**config.mk**
```make
export PLATFORM = sky130hd
export DESIGN_NAME = lf_adder_arbiter
export DESIGN_NICKNAME = d
export VERILOG_FILES = /design/src/rtl/lf_adder_arbiter.sv
export SDC_FILE = /design/constraint.sdc
export NUM_CORES = 1
export LEC_CHECK = 0
export CAP_MARGIN = 10
export CORE_AREA = 2 2 245 247
export CTS_CLUSTER_SIZE = 16
export DETAILED_ROUTE_END_ITERATION = 10
export DIE_AREA = 0 0 247 249
export GPL_ROUTABILITY_DRIVEN = 0
export HOLD_SLACK_MARGIN = 0.12
export MAX_ROUTING_LAYER = met4
export PLACE_DENSITY = 0.54
export SETUP_SLACK_MARGIN = 0.4
export SKIP_LAST_GASP = 1
export SLEW_MARGIN = 20
export SYNTH_ARGS = -nofsm -noshare
export SYNTH_HDL_FRONTEND = slang
export SYNTH_SLANG_ARGS = --single-unit
export TNS_END_PERCENT = 10
```
**constraint.sdc**
```tcl
create_clock -name clk -period 7.6 [get_ports clk]
set_input_delay 1.52 -clock clk [delete_from_list [all_inputs] [get_ports clk]]
set_output_delay 1.52 -clock clk [all_outputs]
set_load 0.01 [all_outputs]
```
**src/rtl/lf_adder_arbiter.sv**
```systemverilog
// Two-requester front end for a shared 64-bit Ladner-Fischer adder.
// Round-robin grant, operand register, combinational prefix adder, per-requester 1-entry response buffers.
module lf_adder_arbiter #(
    parameter int WIDTH = 64,
    parameter int CNT_W = 32
) (
    input  logic               clk,
    input  logic               rst_n,
    input  logic [1:0]         req_valid_i,
    output logic [1:0]         req_ready_o,
    input  logic [2*WIDTH-1:0] req_a_i,
    input  logic [2*WIDTH-1:0] req_b_i,
    input  logic [1:0]         req_cin_i,
    input  logic [1:0]         req_sub_i,
    output logic [1:0]         rsp_valid_o,
    input  logic [1:0]         rsp_ready_i,
    output logic [2*WIDTH-1:0] rsp_sum_o,
    output logic [1:0]         rsp_cout_o,
    output logic [1:0]         rsp_ovf_o,
    output logic               busy_o,
    output logic [CNT_W-1:0]   op_cnt_o
);

    localparam int LEVELS = $clog2(WIDTH);

    if (WIDTH != 64) begin : g_bad_width
        $error("lf_adder_arbiter: prefix network is fixed at 64 bits");
    end

    logic             rr_last;
    logic             s1_vld;
    logic             s1_owner;
    logic             s1_sub;
    logic             s1_cin;
    logic [WIDTH-1:0] s1_a;
    logic [WIDTH-1:0] s1_b;

    logic [1:0]       eligible;
    logic [1:0]       cand;
    logic [1:0]       grant;
    logic             grant_idx;

    // A requester is blocked while its op is in the operand stage or its result is unread.
    always_comb begin
        eligible[0] = !rsp_valid_o[0] && !(s1_vld && !s1_owner);
        eligible[1] = !rsp_valid_o[1] && !(s1_vld &&  s1_owner);
    end

    assign cand = req_valid_i & eligible;

    always_comb begin
        grant = 2'b00;
        case (cand)
            2'b01:   grant = 2'b01;
            2'b10:   grant = 2'b10;
            2'b11:   grant = rr_last ? 2'b01 : 2'b10;
            default: grant = 2'b00;
        endcase
    end

    assign grant_idx   = grant[1];
    assign req_ready_o = grant;
    assign busy_o      = s1_vld;

    always_ff @(posedge clk or negedge rst_n) begin
        if (!rst_n) begin
            rr_last  <= 1'b1;
            s1_vld   <= 1'b0;
            s1_owner <= 1'b0;
            s1_sub   <= 1'b0;
            s1_cin   <= 1'b0;
            s1_a     <= '0;
            s1_b     <= '0;
        end else begin
            s1_vld <= |grant;
            if (|grant) begin
                rr_last  <= grant_idx;
                s1_owner <= grant_idx;
                s1_sub   <= grant_idx ? req_sub_i[1] : req_sub_i[0];
                s1_cin   <= grant_idx ? req_cin_i[1] : req_cin_i[0];
                s1_a     <= grant_idx ? req_a_i[2*WIDTH-1:WIDTH] : req_a_i[WIDTH-1:0];
                s1_b     <= grant_idx ? req_b_i[2*WIDTH-1:WIDTH] : req_b_i[WIDTH-1:0];
            end
        end
    end

    logic [WIDTH-1:0] b_eff;
    logic             c_in;
    logic [WIDTH-1:0] g_lvl [LEVELS+1];
    logic [WIDTH-1:0] p_lvl [LEVELS+1];
    logic [WIDTH-1:0] carry;
    logic [WIDTH-1:0] sum;
    logic             cout;
    logic             ovf;

    assign b_eff = s1_sub ? ~s1_b : s1_b;
    assign c_in  = s1_sub | s1_cin;

    // Ladner-Fischer: at level l, every bit with bit l of its index set merges
    // with the top bit of the preceding 2^l block; after LEVELS levels each
    // bit holds the group G/P over [i:0].
    always_comb begin
        int j;
        g_lvl[0] = s1_a & b_eff;
        p_lvl[0] = s1_a ^ b_eff;
        for (int l = 0; l < LEVELS; l++) begin
            for (int i = 0; i < WIDTH; i++) begin
                j = ((i >> l) << l) - 1;
                if (((i >> l) & 1) != 0) begin
                    g_lvl[l+1][i] = g_lvl[l][i] | (p_lvl[l][i] & g_lvl[l][j]);
                    p_lvl[l+1][i] = p_lvl[l][i] & p_lvl[l][j];
                end else begin
                    g_lvl[l+1][i] = g_lvl[l][i];
                    p_lvl[l+1][i] = p_lvl[l][i];
                end
            end
        end
    end

    assign carry = g_lvl[LEVELS] | (p_lvl[LEVELS] & {WIDTH{c_in}});
    assign sum   = p_lvl[0] ^ {carry[WIDTH-2:0], c_in};
    assign cout  = carry[WIDTH-1];
    assign ovf   = carry[WIDTH-1] ^ carry[WIDTH-2];

    always_ff @(posedge clk or negedge rst_n) begin
        if (!rst_n) begin
            rsp_valid_o <= '0;
            rsp_sum_o   <= '0;
            rsp_cout_o  <= '0;
            rsp_ovf_o   <= '0;
        end else begin
            for (int i = 0; i < 2; i++) begin
                if (s1_vld && (s1_owner == 1'(i))) begin
                    rsp_valid_o[i]               <= 1'b1;
                    rsp_sum_o[i*WIDTH +: WIDTH]  <= sum;
                    rsp_cout_o[i]                <= cout;
                    rsp_ovf_o[i]                 <= ovf;
                end else if (rsp_valid_o[i] && rsp_ready_i[i]) begin
                    rsp_valid_o[i] <= 1'b0;
                end
            end
        end
    end

    always_ff @(posedge clk or negedge rst_n) begin
        if (!rst_n) begin
            op_cnt_o <= '0;
        end else if (s1_vld && !(&op_cnt_o)) begin
            op_cnt_o <= op_cnt_o + 1'b1;
        end
    end

endmodule
```
# Yosys cells after proc, flatten, opt, wreduce, memory -nomap -nowiden
# Cells that the tools add are included.
# Widths: inputs -> output; s select.
# totals
ff_bits	299
in_bits	266
output_inout_bits	169
wordCells	635
# classes
add_sub_neg	1
eq_ne	3
mux	11
n_bitwise	586
reduce_logical	18
# op_table
operator	n
$and 1x1->1	384
$or 1x1->1	193
$mux 64	3
$and 64x64->64	2
$xor 64x64->64	2
$not 64->64	1
$or 64x64->64	1
$add 32x1->32 const B	1
$reduce_and 32->1	1
$logic_and 1x1->1	8
$logic_not 1->1	6
$mux 1	6
$pmux 2 s3	1
$eq 2x2->1 const B	2
$reduce_bool 2->1	2
$and 2x2->2	1
$eq 2x1->1 const B	1
$mux 2	1
$reduce_or 2->1	1
$not 1->1	1
$xor 1x1->1	1

# Depth between registers and ports, before layout
# logic_depth
ltp_word	17
depth_mapped	15
ltp_nobuf	12

# Least setup slack after synthesis
# OpenSTA, ideal clock, no wires.
# synth_timing
path_kind	in2out
startpoint	in req_valid_i[1]
endpoint	out req_ready_o[1]
arrival_ps	2344
t_required_ps	6080
setup_slack_ps	3736
stages	4
cell_sequence	nor2b_1 -> nand2_1 -> a21oi_1 -> clkbuf_1
# synth_between
elab_chain_len	3
word_cells_on_any_way	5
classes_between	3 x eq/ne; 1 x mux; 1 x bitwise
# synth_rtl
element	line	source
from (decl)	9	input logic [1:0] req_valid_i,
$and 2x2->2 *	49	assign cand = req_valid_i & eligible;
$eq 2x2->1 / $eq 2x1->1 (equally long branches)	53	case (cand)
$pmux 2 s3 *	53	
to (decl)	10	output logic [1:0] req_ready_o,
# Every way passes the cells marked *; elsewhere a longest branch is shown, timed or not.

# Final worst setup path
# layout_timing
startpoint	in req_valid_i[1]
endpoint	out req_ready_o[0]
# Same word-level chain as after synthesis.

==> flow_summary.json <==
{
  "final_cell_area_um2": 21100,
  "startpoint_type": "primary input",
  "max_freq_ghz": 0.210,
  "finClkSkew_ns": 0.0152,
  "area_delta_synth_final_pct": 44.1,
  "insertion_delay_ns": 0.54,
  "synth_edf_count": 0,
  "max_cap_viol_count": 0,
  "finalHoldViolCount": 0,
  "synth_ff_type": "dfrtp_1",
  "nFillCells": 5812,
  "yosys.area_share.simple_pct": 9.30,
  "dp_hpwl_mm": 38.0,
  "grt_pass1_vias": 12600,
  "yosys.area.top_type": "dfrtp_1",
  "power_uw": 11200,
  "wl_per_cell_um": 19.4,
  "core_area_um2": 58700,
  "path_common_cell": "clkdlybuf4s50_1",
  "drive_above_1_share_pct": 5.08,
  "finalSetupViolCount": 0,
  "path_clk_slew_ns": 0.05,
  "layout.nets": 2155,
  "place_area_um2": 19800,
  "hold_buffers": 0,
  "grt_max_degree": 158,
  "worstHoldPathType": "reg -> reg",
  "crit_slowest_cell": "clkdlybuf4s50_1",
  "leakage_uw": 0.00970,
  "slew_viol_final": 0,
  "num_vias": 12300,
  "row_count": 89,
  "portBuffers": 434,
  "overflow": 0,
  "cp_max_fo": 3,
  "ys_seq_elements": 299,
  "cts_setup_buffers": 0,
  "required_ns": 6.08,
  "max_slew_margin_pct": 32.8,
  "mappedNetlistArea_um2": 14600,
  "synth-adder-area-share_pct": 5.70,
  "yosysSeqAreaShare_pct": 51.2,
  "regArea_um2": 7490,
  "slowest_delay_ns": 0.47,
  "grt_pass1_wl_mm": 75.7,
  "arrival_ns": 3.25,
  "htreeDepth": 2,
  "drc_errors": 0,
  "die_y_um": 249,
  "synth_cells": 1417,
  "synth.area.mux_share_pct": 0.0685,
  "synth-async-reset-ratio_pct": 100,
  "powerDensity_nw_per_um2": 533,
  "crit_chain": "clkdlybuf4s50_1, nor2b_1, nand2_1, nor2_1, nor2_4, clkdlybuf4s50_1",
  "wl_mm": 51.0,
  "synth_top_area_share_pct": 51.0,
  "rsz0062_at_grt": "no",
  "netlist_top_cells_count": "dfrtp_1 (298), nand2_1 (170), inv_1 (142)",
  "min_period_ns": 4.77,
  "start_util_pct": 24.9,
  "track_usage_pct": 16.5,
  "synth_compound_area_share_pct": 18.8,
  "first_pass_iters": 7,
  "end_kind": "output pin",
  "antenna_found_initial": 1,
  "synth.area.top_cells": "dfrtp_1 (51%), a222oi_1 (8.9%), xor2_1 (6.1%)",
  "drt_iter0_drc": 1080,
  "cts_buffers": 37,
  "synth-xor-area-share_pct": 9.17,
  "io_pins": 435,
  "vias_per_cell": 4.70,
  "syn_nets": 1749,
  "yosysUniqueCellTypes": 57,
  "multi_input_comb_area_um2": 6340,
  "cts_tree": "yes",
  "worst_pin_slew_ns": 1.01,
  "cts.repair.resized": 0,
  "cts_buffer_depth": 3,
  "ys_warn_count": 0,
  "syn_area_per_cell_um2": 10.3,
  "cts-root-buf": "clkbuf_16",
  "status": "finished, final reports clean",
  "tns_ns": 0,
  "die_w_um": 247,
  "worstSetupPathType": "in -> out",
  "fin_crit_sh_pct": 62.8,
  "yosysMostFrequentCell": "dfrtp_1",
  "synth_top_family_by_area": "compound AO/OA/AOI/OAI gates",
  "final_antenna_net_count": 0,
  "peakVddDrop_uv": 174,
  "cts_sinks": 299,
  "dieArea_um2": 61500
}
[power breakdown]
group | internal, µW | switching [µW]
sequential | 2360 | 642
combinational | 2770 | 3630
clock | 1140 | 686
total | 6260 | 4960
[layer usage]
metal,part of all wire (%),wire (µm),vias up,track usage [%]
met2,49,24900,418,27.5
met1,41,21100,5938,19.5
li1,-,-,5899,-
met4,2.6,1300,0,5.28
met5,0,0,-,-
met3,7.2,3650,75,3.98
[path summary, 6_finish.rpt]
| kind | start | endpoint | slack (ns) | depth (start not counted) |
|---|---|---|---|---|
| worst max register to register | s1_sub | rsp_ovf_o[0] | 2.91 | 13 |
| max in group asynchronous | rst_n | rsp_sum_o[48] | 5.26 | 2 |
| worst min-delay path | rsp_sum_o[37] | rsp_sum_o[37] | 0.48 | 2 |
| min in group asynchronous | rst_n | s1_a[10] | 0.96 | 1 |
| worst min register to register | rsp_sum_o[37] | rsp_sum_o[37] | 0.48 | 2 |
| worst max-delay path | req_valid_i[1] | req_ready_o[0] | 2.83 | 6 |
[per-stage QoR]
stage               utilization (%)  hold slack [ns]  std cells  setup slack [ns]
floorplan                         -            0.466       1417              3.74
global route                   35.9            0.501       2625              2.42
detailed placement             33.7            0.469       2557              2.77
global placement               33.7            0.461       2557              2.85
finish                         35.9            0.477       2626              2.83
CTS                            35.9            0.481       2624              2.76
[worst max-delay path, delay by kind of cell]
kind | cells | cell delay, ns
buf+inv | 2 | 0.92
simple gates | 4 | 0.81
[registers in the layout (all words and copies together) (netlist names)]
| name | cells |
|---|---|
| rsp_cout_o | 2 |
| s1_sub | 1 |
| busy_o | 1 |
| s1_owner | 1 |
| s1_a | 64 |
| rsp_valid_o | 2 |
| s1_cin | 1 |
| rr_last | 1 |
| rsp_sum_o | 128 |
| op_cnt_o | 32 |
| rsp_ovf_o | 2 |
| s1_b | 64 |
[cell usage in the layout (no fill, tap or decap), types with 6 or more instances in the layout]
cell type / netlist / final
clkdlybuf4s50_1: 0 / 433
dfrtp_1: 298 / 297
nand2_1: 170 / 169
inv_1: 142 / 142
o21ai_0: 141 / 141
a222oi_1: 130 / 130
xor2_1: 101 / 101
ha_1: 65 / 65
xnor2_1: 52 / 52
a21oi_1: 41 / 39
clkbuf_16: 0 / 39
nor2_1: 37 / 36
a21o_1: 25 / 25
nand3_1: 17 / 17
nand4_1: 13 / 13
clkbuf_8: 0 / 10
buf_4: 0 / 10
nor2b_1: 8 / 8
nor3_1: 8 / 8
clkbuf_1: 77 / 8
and3_1: 7 / 7
and2_1: 7 / 7
nand2b_1: 7 / 6
[final cells by class]
| type | count | area share, % |
|---|---|---|
| multi-input cells | 897 | 30.1 |
| flip-flops and latches | 299 | 35.6 |
| clock buffers | 57 | 5.43 |
| repair buffers | 445 | 21.1 |
| inverters | 143 | 2.56 |
| clock inverters | 10 | 0.624 |
| diodes | 2 | 0.0238 |
| well taps | 773 | 4.59 |
[kinds of logic (layout without fill, tap and decap cells)]
logic type | after synthesis | count (layout)
AOI/OAI and AO/OA | 380 | 380
DFF | 299 | 299
and+or+nand+nor | 297 | 297
buffers and inverters | 221 | 655
xor gates and xnor gates | 153 | 153
adders and majority gates | 66 | 66
muxes | 1 | 1
other | 0 | 2
(Power assumes the default switching activity.)
